[config.mk]
export PLATFORM = sky130hd
export DESIGN_NAME = id_ex_stage
export DESIGN_NICKNAME = d
export VERILOG_FILES = /design/src/rtl/mips_pkg.sv /design/src/rtl/hazard_detect.sv /design/src/rtl/id_ex_stage.sv
export SDC_FILE = /design/constraint.sdc
export NUM_CORES = 1
export LEC_CHECK = 0
export ABC_CLOCK_PERIOD_IN_PS = 6700
export BUFFER_PORTS_ARGS = -buffer_cell sky130_fd_sc_hd__buf_2
export CAP_MARGIN = 20
export CORE_AREA = 2 2 138 140
export CTS_CLUSTER_DIAMETER = 100
export DETAILED_ROUTE_END_ITERATION = 7
export DIE_AREA = 0 0 140 142
export PLACE_DENSITY = 0.63
export SLEW_MARGIN = 40
export SYNTH_ARGS = -nofsm -noshare
export SYNTH_HDL_FRONTEND = slang
export SYNTH_HIERARCHICAL = 1
export SYNTH_SLANG_ARGS = --single-unit
[constraint.sdc]
create_clock -name clk -period 6.7 [get_ports clk]
set_input_delay 0.335 -clock clk [delete_from_list [all_inputs] [get_ports clk]]
set_output_delay 0.335 -clock clk [all_outputs]
set_load 0.05 [all_outputs]
[src/rtl/mips_pkg.sv]
// Shared MIPS decode constants, the ID/EX pipeline register layout and the
// per-cycle update selector used by id_ex_stage.
package mips_pkg;

  localparam int unsigned XLEN = 32;

  localparam logic [5:0] OP_RTYPE = 6'b000000;
  localparam logic [5:0] OP_LW    = 6'b100011;
  localparam logic [5:0] OP_SW    = 6'b101011;

  localparam logic [XLEN-1:0] NOP_INSTR = '0;

  typedef enum logic [2:0] {
    UPD_CLEAR,
    UPD_FLUSH,
    UPD_HOLD,
    UPD_BUBBLE,
    UPD_CAPTURE
  } upd_t;

  typedef struct packed {
    logic            valid;
    logic [XLEN-1:0] instr;
    logic [XLEN-1:0] srca;
    logic [XLEN-1:0] srcb;
    logic [XLEN-1:0] signimm;
    logic [XLEN-1:0] pcplus4;
    logic [4:0]      rs;
    logic [4:0]      rt;
    logic [4:0]      rd;
  } idex_t;

  function automatic logic [XLEN-1:0] sign_ext16(input logic [15:0] imm);
    return {{(XLEN-16){imm[15]}}, imm};
  endfunction

endpackage

[src/rtl/hazard_detect.sv]
// Load-use hazard detection between the load in EX and the instruction in ID.
// Purely combinational; both source fields are compared for every opcode.
module hazard_detect
  import mips_pkg::*;
(
  input  logic [5:0] opcode_e,
  input  logic       valid_e,
  input  logic [4:0] rt_e,
  input  logic [4:0] rs_d,
  input  logic [4:0] rt_d,
  input  logic       valid_d,
  input  logic       hold_e,
  input  logic       flush_e,
  output logic       lu,
  output logic       stall_d
);

  logic load_e;
  logic src_match;

  always_comb begin
    load_e    = valid_e && (opcode_e == OP_LW) && (rt_e != 5'd0);
    src_match = (rt_e == rs_d) || (rt_e == rt_d);
    lu        = load_e && valid_d && src_match;
    // Under hold or flush the upstream freeze is owned by pipeline control.
    stall_d   = lu && !hold_e && !flush_e;
  end

endmodule

[src/rtl/id_ex_stage.sv]
// ID/EX pipeline stage: register-file addressing, operand capture, sign
// extension, load-use bubbles. Optional `STALL_CNT_EN adds a saturating stall counter.
module id_ex_stage
  import mips_pkg::*;
#(
  parameter int unsigned DW    = 32,
  parameter int unsigned CNT_W = 32
) (
  input  logic             clk,
  input  logic             reset_n,
  input  logic [DW-1:0]    instr_d,
  input  logic [DW-1:0]    pcplus4_d,
  input  logic             valid_d,
  input  logic             hold_e,
  input  logic             flush_e,
  output logic [4:0]       ra1,
  output logic [4:0]       ra2,
  input  logic [DW-1:0]    rd1,
  input  logic [DW-1:0]    rd2,
  output logic             stall_d,
  output logic             valid_e,
  output logic [DW-1:0]    instr_e,
  output logic [DW-1:0]    srca_e,
  output logic [DW-1:0]    srcb_e,
  output logic [DW-1:0]    signimm_e,
  output logic [DW-1:0]    pcplus4_e,
  output logic [4:0]       rs_e,
  output logic [4:0]       rt_e,
  output logic [4:0]       rd_e,
  output logic [CNT_W-1:0] stall_cnt
);

  idex_t ex_q;
  idex_t ex_next;
  upd_t  upd;
  logic  lu;

  assign ra1 = instr_d[25:21];
  assign ra2 = instr_d[20:16];

  hazard_detect u_hazard_detect (
    .opcode_e (ex_q.instr[31:26]),
    .valid_e  (ex_q.valid),
    .rt_e     (ex_q.rt),
    .rs_d     (instr_d[25:21]),
    .rt_d     (instr_d[20:16]),
    .valid_d  (valid_d),
    .hold_e   (hold_e),
    .flush_e  (flush_e),
    .lu       (lu),
    .stall_d  (stall_d)
  );

  always_comb begin
    if (!reset_n)     upd = UPD_CLEAR;
    else if (flush_e) upd = UPD_FLUSH;
    else if (hold_e)  upd = UPD_HOLD;
    else if (lu)      upd = UPD_BUBBLE;
    else              upd = UPD_CAPTURE;
  end

  always_comb begin
    ex_next = '0;
    unique case (upd)
      UPD_CLEAR: ex_next = '0;
      UPD_FLUSH, UPD_BUBBLE: begin
        ex_next       = '0;
        ex_next.instr = NOP_INSTR;
      end
      UPD_HOLD: ex_next = ex_q;
      UPD_CAPTURE: begin
        ex_next.valid   = valid_d;
        ex_next.instr   = valid_d ? instr_d : NOP_INSTR;
        ex_next.srca    = rd1;
        ex_next.srcb    = rd2;
        ex_next.signimm = sign_ext16(instr_d[15:0]);
        ex_next.pcplus4 = pcplus4_d;
        ex_next.rs      = instr_d[25:21];
        ex_next.rt      = instr_d[20:16];
        ex_next.rd      = instr_d[15:11];
      end
      default: ex_next = '0;
    endcase
  end

  always_ff @(posedge clk) begin
    ex_q <= ex_next;
  end

  assign valid_e   = ex_q.valid;
  assign instr_e   = ex_q.instr;
  assign srca_e    = ex_q.srca;
  assign srcb_e    = ex_q.srcb;
  assign signimm_e = ex_q.signimm;
  assign pcplus4_e = ex_q.pcplus4;
  assign rs_e      = ex_q.rs;
  assign rt_e      = ex_q.rt;
  assign rd_e      = ex_q.rd;

`ifdef STALL_CNT_EN
  logic [CNT_W-1:0] cnt_q;

  always_ff @(posedge clk) begin
    if (!reset_n) begin
      cnt_q <= '0;
    end else if ((upd == UPD_BUBBLE) && (cnt_q != '1)) begin
      cnt_q <= cnt_q + 1'b1;
    end
  end

  assign stall_cnt = cnt_q;
`else
  assign stall_cnt = '0;
`endif

endmodule

# == Yosys cells after proc, flatten, opt, wreduce, memory -nomap -nowiden ==
# Cells that the tools add are included.
# op_classes
addsub,0
n_mul,0
div_mod_pow,0
magnitude_cmp,0
eq_ne,5
shifts,0
muxes,6
bitwise_logic,0
reduce_logical,10
# ops
cell,n
176-bit case mux with 2 select lines,1
32-bit 2-to-1 mux,1
3-bit 2-to-1 mux,4
5-bit == test,2
6-bit == test (second input constant),1
1-bit logical AND,6
5-bit nonzero test,1
3-bit by 2-bit == test with 1-bit output (second input constant),1
3-bit == test (second input constant),1
1-bit logical NOT,2
1-bit logical OR,1
# totals
register_bits,176
latchBits,0
ramBits,0
mem_bits_ro,0
in_bits,133
output_inout_bits,219
word_cells,30
memories,0

# == Depth between registers and ports, before layout ==
# Gate-level depths: netlist (run 1).
# logic_depth
word_depth,11
ltp_mapped,8
ltp_nobuf,6

# == By module ==
# The synthesis (run 1) kept the hierarchy.
# by_module_without_submodules
mod,n_inst,cells_per_inst,area_per_inst_um2,seq_area_each_um2
id_ex_stage,1,396,6222.2,4654.5
hazard_detect,1,22,157.7,0.0

# == Least setup slack after synthesis (run 1) ==
# Ideal clock, no wire load.
# synth_path
kind,input -> register
startpoint,input reset_n
endpoint,"register ex_q, in the netlist instr_e[0] (enable)"
setup_time_ps,1677
arrival_ps,3810
t_required_ps,5023
setup_slack_ps,1213
stages,1
path_buffers,0
cell_sequence,nand3b_1
# synth_via
elab_chain_len,2
# synth_lines
item,line_no,source
"start, declared",id_ex_stage.sv:10,"input logic reset_n,"
3-bit 2-to-1 mux,id_ex_stage.sv:55,if (!reset_n) upd = UPD_CLEAR;
3-bit by 2-bit == test with 1-bit output,id_ex_stage.sv:64,unique case (upd)
"end signal, assigned",id_ex_stage.sv:87,ex_q <= ex_next;
"end, declared",id_ex_stage.sv:33,idex_t ex_q;
# Every way passes these cells.
# A chain may end at the register's enable or synchronous reset.

# == Final worst setup path (run 1) ==
# layout_path
startpoint,"register ex_q, in the netlist rt_e[1]"
endpoint,"register ex_q, in the netlist instr_e[29], data pin"
# layout_via
elab_chain_len,10
word_cells_on_any_way,14
cone_classes,4 x eq/ne; 5 x mux; 5 x reduce/logical
# layout_lines
item,line_no,source
5-bit nonzero test,hazard_detect.sv:22,load_e = valid_e && (opcode_e == OP_LW) && (rt_e != 5'd0);
1-bit logical AND,hazard_detect.sv:22,
1-bit logical AND,hazard_detect.sv:24,lu = load_e && valid_d && src_match;
1-bit logical AND *,hazard_detect.sv:24,
via lu,id_ex_stage.sv:36,logic lu;
3-bit 2-to-1 mux *,id_ex_stage.sv:58,else if (lu) upd = UPD_BUBBLE;
3-bit 2-to-1 mux *,id_ex_stage.sv:57,else if (hold_e) upd = UPD_HOLD;
3-bit 2-to-1 mux *,id_ex_stage.sv:56,else if (flush_e) upd = UPD_FLUSH;
3-bit 2-to-1 mux *,id_ex_stage.sv:55,
3-bit == test / 3-bit by 2-bit == test with 1-bit output (equally long branches),id_ex_stage.sv:64,
176-bit case mux with 2 select lines *,id_ex_stage.sv:64,
# The timed path passes the listed nets; every way through them passes the cells marked *.

==> impl_results.md, run 1 <==
* Status: finished with violations
* Failing checks: DRC
* WL/cell at 15.6 um
* Total CTS buffers at 17
* Min-delay src: rd2[27]
* Synth Instances at 418
* Clock Latency Late Sink at 0.42 ns
* Rel. slew slack at 46.9%
* Vias per Instance at 4.29
* Syn. warnings at 6
* GP Congestion at 0.793
* Flops & latches, synth at 155
* Critical path launch point type: register
* Placed Instance Area at 7880 um^2
* Syn avg cell area at 15.3 um^2
* # DRC at 24
* Required time of the worst setup path at 6.97 ns
* Switching share of power at 30.2%
* Pin count of the biggest net entering global routing at 95
* Core Area at 18,500 um^2
* Max-Cap Viols at 0
* Global route overflow at 0
* Crit path from: rt_e[1]
* Initial antenna violation count at 1
* Worst r2r src: rt_e[1]
* # hold bufs at CTS at 0
* Slew Limit Fails at 0
* Setup total negative slack at 0 ns
* Routed vias at 4,114
* Psw at 780 uW
* Fin area at 8490 um^2
* Seq pwr share at 44.1%
* Min-Delay Path Class: primary input to register
* Drt pass-1 iters at 8
* Initial core utilization at 34.6%
* Die H at 142 um
* FF-to-FF path depth at 6
* Detail Route Antenna Nets at 0
* Final worst path period need at 2.64 ns
* Die area at 19,900 um^2
* Die X at 140 um
* Leakage at 4.29 nW
* Vias in the first global route at 3,963
* Arr. time, crit path at 2.91 ns
* Crit Path Max Fanout at 94
* Worst Setup End Kind: register
* Clock transition at path regs at 0.07 ns
* RSZ-0062 raised after global routing: false
* H-tree depth at 4
* F_max at 379 MHz
* Port bufs at 319
* Total power at 2.59 mW
* Power Density at 305 nW/um^2
* Yosys top cell by area: edfxtp_1
* CTS Buffer Depth at 2
* Cell variety after synth at 19
* Post-cts gate resize count at 0
* Clock share of power at 38.6%
* Yosys top cell area share at 73.0%
* Dpl hpwl at 10,500 um
* Initial DRC Count at 289
* Root buffer cell: clkbuf_16
* TritonCTS clock tree: built
* Pint at 1.81 mW
* Worst setup path class: register to register
* First-pass GRT wire length at 21,500 um
* Endpoints failing setup at 0
* Clock sink total at 155
* Synth area leaders: edfxtp_1 (73%), and2_1 (12%), buf_4 (7.5%)
* DRT Wirelength at 14,900 um
* Area delta synth->final at 33.0%
* Slew @ Worst Pin at 0.796 ns
* Peak VDD IR at 0.162 mV
* Row cnt at 50
* Final worst clock skew at 0.0122 ns
* Worst flop-to-flop path endpoint: instr_e[29]
* Post-CTS setup buffer count at 0
* Ports at 352
* Worst Setup EP: instr_e[29]
* # nets final at 843
* Fin. Hold Viols at 0
* Tcrit/Tclk final at 39.4%
* R2R Setup Slk at 4.06 ns
* Mapped cell area at 6380 um^2
* GRT Overall Usage at 14.5%
* Gate power share at 17.3%
* Sequential share of the synthesized area at 73.0%
* Share of layout cells above drive strength 1 at 49.4%
## worst min-delay path by stage
stage	slack, ns	end	depth (start not counted)
after floorplan	0.53	pcplus4_e[0]	1
after global placement	0.61	srca_e[28]	2
after detailed placement	0.61	srca_e[28]	2
after CTS	0.16	srca_e[28]	2
after global routing	0.17	srca_e[16]	2
final	0.19	srcb_e[27]	2
## critical path, cell delays in order, from the launching register on
cell and delay [ns]:
edfxtp_1 0.45, or4_1 0.56, o21ai_2 0.17, nor2_1 0.09, nor4b_4 0.29, buf_4 0.61
and3_1 0.28
## cell families (layout without fill, tap and decap cells)
kind of cell	Yosys count	in the layout	synth area share (%)
AO/OA/AOI/OAI	2	2	0.255
XOR/XNOR	10	10	1.37
buffers and inverters	83	357	8.96
flip-flops	155	155	73.0
other	1	33	0.0588
AND/OR/NAND/NOR	167	167	16.4
## power groups by stage
stage | clock network, mW | registers, mW | logic [mW]
finish | 0.999 | 1.14 | 0.446
detailed placement | 0 | 1.16 | 0.448
global placement | 0 | 1.16 | 0.446
CTS | 1.03 | 1.14 | 0.449
floorplan | 0 | 1.38 | 0.149
global route | 1.07 | 1.15 | 0.464
## layout make-up
type | instances | area [um^2]
multi-input combinational | 211 | 1280
antenna | 1 | 2.50
clock buffer | 18 | 429
fill | 1691 | 9970
timing repair buffer | 325 | 1650
sequential | 155 | 4650
tap | 234 | 293
clock inverter | 14 | 180
## registers in the layout, indices dropped and copies added (netlist names)
| signal | cells |
|---|---|
| instr_e | 32 |
| pcplus4_e | 32 |
| srca_e | 32 |
| srcb_e | 32 |
| signimm_e | 12 |
| rs_e | 5 |
| rt_e | 5 |
| rd_e | 4 |
| valid_e | 1 |
## per-stage QoR
| stage | setup WS, ns | hold slack, ns | utilization (%) | std cells |
|---|---|---|---|---|
| floorplan | 1.21 | 0.533 | - | 449 |
| global placement | 3.80 | 0.611 | 42.5 | 923 |
| detailed placement | 3.75 | 0.614 | 42.7 | 925 |
| CTS | 4.03 | 0.160 | 46.0 | 957 |
| global route | 3.82 | 0.166 | 46.0 | 958 |
| finish | 4.06 | 0.188 | 46.0 | 958 |
## cell usage after synthesis
library cell and count:
edfxtp_1 155, and2_1 123, buf_4 64, and3_1 32, xor2_1 10, buf_2 8
clkbuf_2 8, clkbuf_1 3, nor2_1 3, nor3_1 2, nor4_1 2, a22oi_1 1
conb_1 1, nand2_1 1, nand3b_1 1, nand4b_1 1, nor4b_2 1, o21ai_2 1
or4_1 1
## per-layer routing
metal | global-route usage [%] | wire (um)
met1 | 16.2 | 5740
met2 | 25.4 | 7720
met3 | 4.54 | 1210
met4 | 6.59 | 238
met5 | 0 | 0
## layout by cell type (no fill, tap or decap), types with 2 or more instances in the layout
cell type / netlist / final
clkbuf_16: 0 / 17
buf_6: 0 / 2
and3_1: 32 / 32
inv_6: 0 / 5
clkinvlp_4: 0 / 3
conb_1: 1 / 32
nor4_1: 2 / 2
nor2_1: 3 / 3
edfxtp_1: 155 / 155
bufinv_16: 0 / 3
buf_2: 8 / 319
buf_4: 64 / 4
nor3_1: 2 / 2
and2_1: 123 / 123
xor2_1: 10 / 10
No activity file was read; power rests on OpenSTA's default activity.
==> run 2: changes to the inputs <==
--- a/config.mk
+++ b/config.mk
@@ -5,7 +5,7 @@
 export SDC_FILE = /design/constraint.sdc
 export NUM_CORES = 1
 export LEC_CHECK = 0
-export ABC_CLOCK_PERIOD_IN_PS = 6700
+export ABC_CLOCK_PERIOD_IN_PS = 2650
 export BUFFER_PORTS_ARGS = -buffer_cell sky130_fd_sc_hd__buf_2
 export CAP_MARGIN = 20
 export CORE_AREA = 2 2 138 140
==> constraint.sdc (replaced) <==
create_clock -name clk -period 2.65 [get_ports clk]
set_input_delay 0.1325 -clock clk [delete_from_list [all_inputs] [get_ports clk]]
set_output_delay 0.1325 -clock clk [all_outputs]
set_load 0.05 [all_outputs]
==> run 2 against run 1 <==
Compared with the run above: the run still ends with DRC left; critical endpoint is now instr_e[15]; worst setup slack worse by 3.8 ns; register-to-register slack got worse by 3.8 ns; combinational power increased to 2.8 times the previous value; first-iteration DRC count is 3.5% lower; utilization increased by 5.8 points; sequential share of layout area is 6.1 points lower; total power grew to 2.5 times the previous value; sequential power increased to 2.5 times the previous value; hold slack got worse by 0.17 ns.
==> impl_results.md, run 2 (synthesized netlist as in run 1, its figures left out) <==
* Endpoints failing setup at 0
* Commonest non-fill, non-tap cells in the layout: buf_2 (319), edfxtp_1 (155), and2_1 (123)
* Most common cell after layout, fill and taps aside: buf_2
* Drt pass-1 iters at 7
* Post-Layout Cell Count at 1,065
* Initial antenna violation count at 1
* Slew Limit Fails at 0
* Slew @ Worst Pin at 0.681 ns
* Die X at 140 um
* Gate power share at 19.5%
* Die area at 19,900 um^2
* Final worst path period need at 2.36 ns
* Fin. Hold Viols at 0
* Placed Cells at 924
* Failing checks: DRC
* Tcrit/Tclk final at 89.0%
* Dpl hpwl at 10,800 um
* # nets final at 950
* Pint at 4.49 mW
* Clock Latency Late Sink at 0.42 ns
* Met3 Use GR at 4.58%
* Leakage at 4.72 nW
* Share of layout cells above drive strength 1 at 43.0%
* Switching share of power at 30.8%
* Seq pwr share at 44.6%
* Ports at 352
* Initial core utilization at 34.6%
* First-pass GRT wire length at 24,600 um
* GR peak layer: met2
* Total CTS buffers at 17
* CTS Buffer Depth at 2
* Final worst slack at 0.291 ns
* Area delta synth->final at 49.8%
* Max-Cap Viols at 0
* Post-CTS setup buffer count at 0
* H-tree depth at 4
* Initial DRC Count at 279
* TritonCTS clock tree: built
* GRT met2 Usage at 29.2%
* Placed Instance Area at 7900 um^2
* Detail Route Antenna Nets at 0
* Met1 Use GR at 17.8%
* Min-Delay Path Class: primary input to register
* Total power at 6.49 mW
* Rel. slew slack at 54.6%
* Arr. time, crit path at 2.64 ns
* Clock sink total at 155
* DRT Wirelength at 16,800 um
* Psw at 2.00 mW
* Worst setup path class: register to register
* Core Area at 18,500 um^2
* Clock transition at path regs at 0.06 ns
* Port bufs at 319
* Status: finished with violations
* GP Congestion at 0.768
* Routed vias at 4,593
* Critical path launch point type: register
* Peak VDD IR at 0.411 mV
* Power Density at 679 nW/um^2
* Crit Path Max Fanout at 94
* Pin count of the biggest net entering global routing at 104
* Clock share of power at 35.9%
* Fin area at 9560 um^2
* # DRC at 50
* F_max at 424 MHz
* Final Util at 51.8%
* RSZ-0062 raised after global routing: false
* Required time of the worst setup path at 2.93 ns
* Row cnt at 50
* GRT Overall Usage at 16.4%
* Die H at 142 um
* Worst hold slack at 0.0172 ns
* Vias in the first global route at 4,656
* WL/cell at 15.8 um
* Setup total negative slack at 0 ns
* Global route overflow at 0
* Vias per Instance at 4.31
* Dpl ws at 0.284 ns
* Final worst clock skew at 0.0106 ns
* Root buffer cell: clkbuf_16
* Worst Setup End Kind: register
-- run 2: cell count changes in the layout (fill, tap and decap cells not counted), sizes merged --
cell	delta
clkbuf	+1
clkinvlp	+1
inv	-1
dlygate4sd3	+108
bufinv	-2
buf	-1
clkinv	+1
-- run 2: final timing paths --
kind / to / from / slack (ns) / depth (start not counted)
setup / recovery: instr_e[15] / rt_e[2] / 0.29 / 6
hold / removal: pcplus4_e[1] / pcplus4_d[1] / 0.02 / 2
setup reg to reg: instr_e[15] / rt_e[2] / 0.29 / 6
hold reg to reg: rt_e[1] / rt_e[0] / 1.38 / 5
-- run 2: area by class of cell --
cell class	count	area [um^2]
Antenna cell	1	2.50
Timing Repair Buffer	432	2750
Multi-Input combinational cell	211	1280
Sequential cell	155	4650
Tap cell	234	293
Fill cell	1573	8900
Clock buffer	19	433
Clock inverter	13	135
-- run 2: timing repair --
| action | CTS | global route |
|---|---|---|
| endpoints found under the setup margin | 0 | 0 |
| hold buffers | 108 | 0 |
| gates resized for setup | 0 | 0 |
| hold endpoints to repair | 108 | 0 |
-- run 2: per-layer routing --
layer  routed length, um  share of wire, %
met5                   0                 0
met4                 658               3.9
met3                1200               7.1
met2                8640                51
met1                6330                38
-- run 2: worst max-delay path: stages (launching register included) --
cell	delay (ns)
edfxtp_1	0.45
or4_1	0.54
o21ai_2	0.16
nor2_1	0.09
nor4b_4	0.41
buf_12	0.32
and3_1	0.21
-- run 2: power groups by stage --
stage | sequential, mW | clock, mW | combinational [mW]
floorplan | 3.48 | 0 | 0.378
global placement | 2.94 | 0 | 1.14
detailed placement | 2.94 | 0 | 1.14
CTS | 2.89 | 2.40 | 1.27
global route | 2.91 | 2.50 | 1.32
finish | 2.89 | 2.33 | 1.27
==> run 3: changes to the inputs <==
--- a/config.mk
+++ b/config.mk
@@ -12,7 +12,7 @@
 export CTS_CLUSTER_DIAMETER = 100
 export DETAILED_ROUTE_END_ITERATION = 7
 export DIE_AREA = 0 0 140 142
-export PLACE_DENSITY = 0.63
+export PLACE_DENSITY = 0.72
 export SLEW_MARGIN = 40
 export SYNTH_ARGS = -nofsm -noshare
 export SYNTH_HDL_FRONTEND = slang
==> run 3 against run 2 <==
Compared with the run above: cell count fell by 0.85%; the flow still finishes with violations (DRC); utilization decreased by 0.41 points; combinational power about the same; clock power hardly changed; cell area is 0.79% lower; total power down 0.19%; routed wire length hardly changed; global-route usage grew 0.12 points.
==> impl_results.md, run 3 (synthesized netlist as in run 1, its figures left out) <==
* Status: finished with violations
* Failing checks: DRC
* FF-to-FF path depth at 6
* Die area at 19,900 um^2
* Post-CTS setup buffer count at 0
* Power Density at 683 nW/um^2
* Slew @ Worst Pin at 0.498 ns
* Arr. time, crit path at 2.65 ns
* DRT Wirelength at 16,800 um
* Top delay family on crit path: simple AND/OR/NAND/NOR gates
* Worst Setup End Kind: register
* Row cnt at 50
* Final worst slack at 0.278 ns
* Max-Cap Viols at 0
* Detail Route Antenna Nets at 0
* Peak VDD IR at 0.399 mV
* Die H at 142 um
* F_max at 422 MHz
* Ports at 352
* WL/cell at 15.9 um
* CTS Buffer Depth at 2
* Drt pass-1 iters at 8
* Antenna diodes at 0
* Core Area at 18,500 um^2
* Initial core utilization at 34.6%
* Pin count of the biggest net entering global routing at 94
* Most common cell after layout, fill and taps aside: buf_2
* Post-cts gate resize count at 0
* Initial antenna violation count at 0
* First-pass GRT wire length at 24,500 um
* Vias in the first global route at 4,591
* Slowest-stage cell, CP: or4_1
* RSZ-0062 raised after global routing: false
* TritonCTS clock tree: built
* Worst r2r src: rt_e[1]
* Dpl ws at 0.310 ns
* # hold bufs at CTS at 97
* Worst setup path class: register to register
* Placed Cells at 924
* Setup total negative slack at 0 ns
* Root buffer cell: clkbuf_16
* H-tree depth at 4
* Dpl hpwl at 10,800 um
* Initial DRC Count at 227
* Area delta synth->final at 48.6%
* GP Congestion at 0.734
* Endpoints failing setup at 0
* WP buf/inv at 1
* Die X at 140 um
* Clock transition at path regs at 0.06 ns
* Slew Limit Fails at 0
* Total CTS buffers at 17
* Worst Setup EP: instr_e[15]
* Final worst clock skew at 0.00962 ns
* CP Depth at 6
* Required time of the worst setup path at 2.93 ns
* Min-Delay Path Class: primary input to register
* Critical Path Max Stage Delay at 0.57 ns
* Rel. slew slack at 66.5%
* Final worst path period need at 2.37 ns
* Crit path from: rt_e[1]
* # DRC at 25
* Leakage at 4.69 nW
* Vias per Instance at 4.35
* GRT Overall Usage at 16.5%
* Clock sink total at 155
* Critical path cell sequence: or4_1 -> o21ai_2 -> nor2_1 -> nor4b_4 -> buf_12 -> and3_1
* Share of layout cells above drive strength 1 at 43.6%
* Port bufs at 319
* Clock Latency Late Sink at 0.42 ns
* # nets final at 942
* Tcrit/Tclk final at 89.5%
* Fin. Hold Viols at 0
* Critical path launch point type: register
* Commonest non-fill, non-tap cells in the layout: buf_2 (319), edfxtp_1 (155), and2_1 (123)
* Crit Path Max Fanout at 93
* Worst flop-to-flop path endpoint: instr_e[15]
* Final Util at 51.4%
* R2R Setup Slk at 0.28 ns
* Global route overflow at 0
* Routed vias at 4,595
* Post-Layout Cell Count at 1,056
==> run 3: changes by cell type in the layout (fill, tap and decap cells not counted), moves of 2 or more <==
cell           previous run  this run
clkinv_2                  0         2
dlygate4sd3_1           108       100
clkinv_4                  3         1
inv_6                     3         5
==> run 3: metrics by stage <==
step | hold WS [ns] | power [mW] | cell area [um^2]
final | 0.0196 | 6.48 | 9480
after global routing | 0.00133 | 6.70 | 9480
after CTS | 0.0000554 | 6.53 | 9450
after detailed placement | 0.412 | 4.08 | 7920
after global placement | 0.408 | 4.07 | 7920
after floorplan | 0.331 | 3.86 | 6500
==> run 3: report_power, final <==
group	switching, mW	internal, mW	total [mW]	leakage [nW]
Combinational	0.932	0.326	1.26	2.64
Clock	1.02	1.31	2.33	0.266
Sequential	0.0499	2.84	2.89	1.78
Total	2.00	4.48	6.48	4.69
==> run 3: worst min path at each step <==
| stage | startpoint | end | depth (start not counted) |
|---|---|---|---|
| 3_3_place_gp | rd1[6] | srca_e[6] | 2 |
| 3_5_place_dp | rd1[8] | srca_e[8] | 2 |
| 4_1_cts | rd1[28] | srca_e[28] | 2 |
| 5_1_grt | pcplus4_d[26] | pcplus4_e[26] | 2 |
| 2_1_floorplan | pcplus4_d[0] | pcplus4_e[0] | 1 |
| 6_report | instr_d[2] | signimm_e[2] | 2 |
==> run 3: area by class of cell <==
type	count	area, um^2
clock buffers	18	429
clock inverters	14	134
fillers	1547	8970
multi-input cells	211	1280
flip-flops and latches	155	4650
well taps	234	293
repair buffers	424	2690
==> run 3: metal layers <==
metal  up-vias  share of wire (%)  GRT usage [%]
met3        28                7.6           5.28
li1       2142                  -              -
met1      2191                 36           17.4
met4         0                2.1           6.86
met2       234                 54           30.6
met5         -                  0              0
==> run 3: worst register-to-register path: stages (launching register included) <==
cell and delay [ns]:
edfxtp_1 0.44, or4_1 0.58, o21ai_2 0.17, nor2_1 0.08, nor4b_4 0.41, buf_12 0.32
and3_1 0.24
